## config.mk

```make
export PLATFORM = sky130hd
export DESIGN_NAME = div_seq_ctrl
export DESIGN_NICKNAME = d
export VERILOG_FILES = /design/src/rtl/div_seq_ctrl.sv
export SDC_FILE = /design/constraint.sdc
export NUM_CORES = 1
export LEC_CHECK = 0
export BUFFER_PORTS_ARGS = -buffer_cell sky130_fd_sc_hd__buf_2
export CAP_MARGIN = 25
export CORE_ASPECT_RATIO = 1.25
export CORE_MARGIN = 3
export CORE_UTILIZATION = 52
export CTS_BUF_LIST = sky130_fd_sc_hd__clkbuf_2
export CTS_CLUSTER_DIAMETER = 60
export CTS_CLUSTER_SIZE = 8
export DETAILED_ROUTE_END_ITERATION = 6
export PLACE_DENSITY = 0.71
export SLEW_MARGIN = 20
export SYNTH_ARGS = -nofsm -noshare
export SYNTH_HDL_FRONTEND = slang
export SYNTH_SLANG_ARGS = --single-unit
```

## constraint.sdc

```tcl
create_clock -name clk -period 7.7 [get_ports clk]
set_input_delay 1.54 -clock clk [delete_from_list [all_inputs] [get_ports clk]]
set_output_delay 1.54 -clock clk [all_outputs]
set_load 0.1 [all_outputs]
```

## src/rtl/div_seq_ctrl.sv

```systemverilog
// Multi-cycle 32-bit restoring divider for DIV/DIVU with sign correction and flush cancel.
// Returns {remainder, quotient} with a one-cycle ready pulse.
//
//  state  | meaning
//  IDLE   | waiting for an accepted start request
//  BUSY   | 32 shift-subtract iterations, one quotient bit per cycle
//  DONE   | result valid, div_ready pulses unless annulled
module div_seq_ctrl (
    input  logic        clk,
    input  logic        resetn,
    input  logic        start_div,
    input  logic        signed_div,
    input  logic [31:0] div_srca,
    input  logic [31:0] div_srcb,
    input  logic        annul,
    output logic        div_ready,
    output logic [63:0] div_result,
    output logic        busy
);

    typedef enum logic [1:0] {
        S_IDLE = 2'd0,
        S_BUSY = 2'd1,
        S_DONE = 2'd2
    } state_t;

    state_t      state_q, state_d;
    logic [31:0] rem_q, rem_d;
    logic [31:0] dvd_q, dvd_d;
    logic [31:0] dvs_q, dvs_d;
    logic        q_neg_q, q_neg_d;
    logic        r_neg_q, r_neg_d;
    logic [4:0]  cnt_q, cnt_d;
    logic [63:0] res_q, res_d;
    logic [63:0] prev_q, prev_d;

    logic [31:0] abs_a, abs_b;
    logic [32:0] rem_sh;
    logic [31:0] diff;
    logic        q_bit;
    logic [31:0] rem_nx;
    logic [31:0] quo_nx;
    logic [31:0] quo_fix;
    logic [31:0] rem_fix;

    always_comb begin
        abs_a  = (signed_div && div_srca[31]) ? (~div_srca + 32'd1) : div_srca;
        abs_b  = (signed_div && div_srcb[31]) ? (~div_srcb + 32'd1) : div_srcb;
        // rem < divisor always, so the shifted remainder fits 33 bits and the
        // difference, when taken, fits back into 32.
        rem_sh = {rem_q, dvd_q[31]};
        q_bit  = (rem_sh >= {1'b0, dvs_q});
        diff   = rem_sh[31:0] - dvs_q;
        rem_nx = q_bit ? diff : rem_sh[31:0];
        quo_nx = {dvd_q[30:0], q_bit};
        quo_fix = q_neg_q ? (~quo_nx + 32'd1) : quo_nx;
        rem_fix = r_neg_q ? (~rem_nx + 32'd1) : rem_nx;
    end

    always_comb begin
        state_d = state_q;
        rem_d   = rem_q;
        dvd_d   = dvd_q;
        dvs_d   = dvs_q;
        q_neg_d = q_neg_q;
        r_neg_d = r_neg_q;
        cnt_d   = cnt_q;
        res_d   = res_q;
        prev_d  = prev_q;
        case (state_q)
            S_IDLE: begin
                if (start_div && !annul) begin
                    if (div_srcb == 32'd0) begin
                        prev_d  = res_q;
                        res_d   = {div_srca, 32'hFFFF_FFFF};
                        state_d = S_DONE;
                    end else begin
                        dvd_d   = abs_a;
                        dvs_d   = abs_b;
                        q_neg_d = signed_div & (div_srca[31] ^ div_srcb[31]);
                        r_neg_d = signed_div & div_srca[31];
                        rem_d   = 32'd0;
                        cnt_d   = 5'd0;
                        state_d = S_BUSY;
                    end
                end
            end
            S_BUSY: begin
                if (annul) begin
                    state_d = S_IDLE;
                end else begin
                    rem_d = rem_nx;
                    dvd_d = quo_nx;
                    cnt_d = cnt_q + 5'd1;
                    if (cnt_q == 5'd31) begin
                        prev_d  = res_q;
                        res_d   = {rem_fix, quo_fix};
                        state_d = S_DONE;
                    end
                end
            end
            S_DONE: begin
                state_d = S_IDLE;
                // A flushed result must not become architecturally visible.
                if (annul) begin
                    res_d = prev_q;
                end
            end
            default: state_d = S_IDLE;
        endcase
    end

    always_ff @(posedge clk or negedge resetn) begin
        if (!resetn) begin
            state_q <= S_IDLE;
            rem_q   <= 32'd0;
            dvd_q   <= 32'd0;
            dvs_q   <= 32'd0;
            q_neg_q <= 1'b0;
            r_neg_q <= 1'b0;
            cnt_q   <= 5'd0;
            res_q   <= 64'd0;
            prev_q  <= 64'd0;
        end else begin
            state_q <= state_d;
            rem_q   <= rem_d;
            dvd_q   <= dvd_d;
            dvs_q   <= dvs_d;
            q_neg_q <= q_neg_d;
            r_neg_q <= r_neg_d;
            cnt_q   <= cnt_d;
            res_q   <= res_d;
            prev_q  <= prev_d;
        end
    end

    assign div_ready  = (state_q == S_DONE) && !annul;
    assign busy       = (state_q != S_IDLE);
    assign div_result = res_q;

endmodule

```

==> qor.txt <==
Max rail drop VDD: 0.279 mV
power share of the clock group: 8.8%
sequential element share of the synthesized area: 37.9%
unrepaired setup endpoints after global routing: no
Post-Place Worst Slack: 2.11 ns
internal power: 3060 µW
vias per std cell: 6.09
Clock Tree Buf Depth: 3
later-pin clock latency in the skew report: 0.86 ns
# hold bufs at CTS: 0
final-report setup violation count: 0
status: finished clean
classification of the worst-slack hold path: register to register
Placement Rows: 69
slowest stage cell on the critical path: sky130_fd_sc_hd__or4b_1
initial drt markers: 1093
clock-pin transition on the worst setup and hold timing paths: 0.18 ns
cell repeated most along the worst path: sky130_fd_sc_hd__ha_1
top fanout value on the critical path: 11
first-pass GRT wire length: 70.7 mm
Min Clock Period, post-route: 5.62 ns
post-synthesis cell type count: 87
kind of critical path: register to register
maximum single-stage delay on the critical path: 0.69 ns
Syn. warnings: 0
most used flip-flop cell after synthesis: sky130_fd_sc_hd__dfrtp_1
Inst Count DP: 2219
source of the worst register-to-register timing path: rem_q[6]
placeable core region: 28800 µm²
flip-flop and latch count after synthesis: 233
min-delay src: cnt_q[4]
count of final hold-check violations: 0
Post-Route Utilization: 57.2%
floorplan die width: 160 µm
data arrival time of the critical path: 6.39 ns
Mean Syn Cell Area: 8.57 µm²
initial core utilization: 53.4%
wire length per cell: 19.1 µm
Post-synth EDFFs: 0
clock tree from TritonCTS: yes
cell area after technology mapping: 15400 µm²
Startpoint Class: register
Sinks on Clock Net: 233
actual transition at the worst max-transition pin: 0.929 ns
total power per unit cell area: 422 nW/µm²
startpoint of the most critical setup path: rem_q[6]
required arrival time at the worst endpoint: 8.48 ns
routability congestion estimate from global placement: 0.959
share of layout cells above drive strength 1: 15.5%
IO buf count: 134
maximum clock rate: 178 MHz
overall die area: 31700 µm²
final layout net count: 1981
Syn-to-layout area delta: 7.16%
share of synthesized flip-flops with an asynchronous set or reset: 100%
largest cells by area after synthesis: sky130_fd_sc_hd__dfrtp_1 (38%), sky130_fd_sc_hd__o21ai_0 (6.0%), sky130_fd_sc_hd__nand2_1 (5.6%)
cell with the most instances after synthesis: sky130_fd_sc_hd__dfrtp_1
Chip Height: 198 µm
pin count of the biggest net entering global routing: 113
post-synth top area share: 37.9%
top cell type by total area after synthesis: sky130_fd_sc_hd__dfrtp_1
ANT nets after route: 0
commonest cells in the synthesized netlist: sky130_fd_sc_hd__dfrtp_1 (233), sky130_fd_sc_hd__nand2_1 (231), sky130_fd_sc_hd__o21ai_0 (183)
ordered cell list for the critical path: ha_1 -> nand4_1 -> nor4_1 -> nand4b_1 -> a31oi_4 -> or2_2 -> inv_2 -> mux2i_1 -> ha_1 -> nor3b_1 -> or3b_2 -> nor3_1 -> a31oi_1 -> or4b_1 -> o311ai_2 -> o311ai_1 -> a211oi_1
GRT Residual Overflow: 0
combined global-route utilization of all metal layers: 27.1%
post-route setup TNS: 0 ns
post-route clock period utilization: 72.9%
combinational power share: 60.8%
sort of element at the end of the critical path: register
PnR worst setup slack: 2.08 ns
clock tree skew after final layout: 0.0843 ns
normalized max-slew margin: 38.1%
library cell used as clock root buffer: sky130_fd_sc_hd__clkbuf_2
number of antenna violations at the first check in global routing: 1
depth of the CTS H-tree: 2
number of iterations in the first detailed-routing pass: 6
static leakage: 0.00725 µW
maxcap violations: 0
placed wire-length estimate after detailed placement: 31.1 mm
net switching fraction of the power: 56.0%
net count after synthesis: 1909
post-CTS resize count: 0
cts bufs inserted: 36
max-slew violation count: 0
Setup Fix Bufs, Post-CTS: 0
Cells after Synth: 1797
switching power: 3900 µW
count of boundary I/O pins: 135
DRC viols: 0
Reg power frac: 30.4%
wire length reported by the detailed router: 43.3 mm
fin cells: 2264
number of global-route vias before repair: 13.3k
vias after detailed routing: 13.8k
number of inserted filler cells in the final layout: 2667
## flip-flops by register name (all words and copies together) (netlist names)
| name | cells |
|---|---|
| cnt_q | 5 |
| div_result | 64 |
| dvd_q | 32 |
| dvs_q | 32 |
| prev_q | 64 |
| q_neg_q | 1 |
| r_neg_q | 1 |
| rem_q | 32 |
| state_q | 2 |
## power groups by stage
stage / sequential, µW / combinational, µW / clock [µW]
floorplan: 3180 / 2230 / 0
global placement: 2140 / 4130 / 0
detailed placement: 2170 / 4180 / 0
CTS: 2140 / 4190 / 636
global route: 2180 / 4600 / 685
finish: 2110 / 4230 / 615
## path summary, 6_finish.rpt
path,endpoint,slack [ns],cells after the start
worst max register to register,div_result[62],2.08,17
worst max-delay path,div_result[62],2.08,17
worst min-delay path,cnt_q[4],0.50,2
worst min register to register,cnt_q[4],0.50,2
max in group asynchronous,rem_q[13],5.44,2
min in group asynchronous,div_result[35],0.73,1
## critical path, delay by kind of cell (launching register included)
family,cells,cell delay (ns)
AND/OR/NAND/NOR,8,2.75
AO/OA/AOI/OAI,5,1.15
adder cells (fa/ha/maj),2,0.87
flip-flops,1,0.48
multiplexers,1,0.26
buffers and inverters,1,0.06
## placed cells by master (no fill, tap or decap), types with 13 or more instances in the layout
master                     netlist  layout
sky130_fd_sc_hd__buf_4           0      16
sky130_fd_sc_hd__nand3_1        39      39
sky130_fd_sc_hd__or3_1          20      20
sky130_fd_sc_hd__mux2_2         59      59
sky130_fd_sc_hd__a221oi_1       52      52
sky130_fd_sc_hd__xor2_1         43      43
sky130_fd_sc_hd__buf_2          19     133
sky130_fd_sc_hd__clkbuf_2        1      36
sky130_fd_sc_hd__a31oi_1        17      17
sky130_fd_sc_hd__nor4_1         22      21
sky130_fd_sc_hd__o31ai_1        44      44
sky130_fd_sc_hd__nor3_1         37      37
sky130_fd_sc_hd__o21ai_0       183     183
sky130_fd_sc_hd__dfrtp_1       233     233
sky130_fd_sc_hd__a21oi_1       136     136
sky130_fd_sc_hd__a21o_1         14      14
sky130_fd_sc_hd__xnor2_1        85      85
sky130_fd_sc_hd__mux2i_1        18      18
sky130_fd_sc_hd__nor2_1        130     130
sky130_fd_sc_hd__o41ai_1        13      13
sky130_fd_sc_hd__inv_1          62      62
sky130_fd_sc_hd__nand2_1       231     231
sky130_fd_sc_hd__ha_1           42      40
## layer usage
| layer | share of wire [%] | wire [µm] | global-route usage (%) | vias to the layer above |
|---|---|---|---|---|
| met3 | 5.6 | 2410 | 3.33 | 95 |
| met1 | 43 | 18700 | 36.0 | 6573 |
| met5 | 0 | 0 | 0 | - |
| met4 | 3.0 | 1310 | 9.07 | 0 |
| li1 | - | - | - | 6658 |
| met2 | 48 | 20800 | 46.3 | 471 |
## stage by stage
step | instance area (µm²) | power (µW) | hold slack [ns]
2_1_floorplan | 15400 | 5410 | 0.445
3_3_place_gp | 16200 | 6260 | 0.460
3_5_place_dp | 16200 | 6350 | 0.467
4_1_cts | 16500 | 6960 | 0.502
5_1_grt | 16500 | 7470 | 0.531
6_report | 16500 | 6960 | 0.502
## cell type report
class                           instances  area [µm²]  area share (%)
Antenna cell                            1        2.50          0.0152
Clock buffer                           36         180            1.09
Clock inverter                          6        57.6           0.349
Inverter                               65         244            1.48
Multi-Input combinational cell       1381        8860            53.7
Sequential cell                       233        5830            35.3
Tap cell                              390         488            2.96
Timing Repair Buffer                  152         831            5.04
## cells by family after synthesis
group	share of synthesized area (%)
AOI/OAI and AO/OA	22.9
xor gates and xnor gates	7.28
adders and majority gates	3.54
and+or+nand+nor	17.6
muxes	6.02
DFF	37.9
buffers and inverters	4.77
Note: power is estimated with default switching activity, not from simulation.
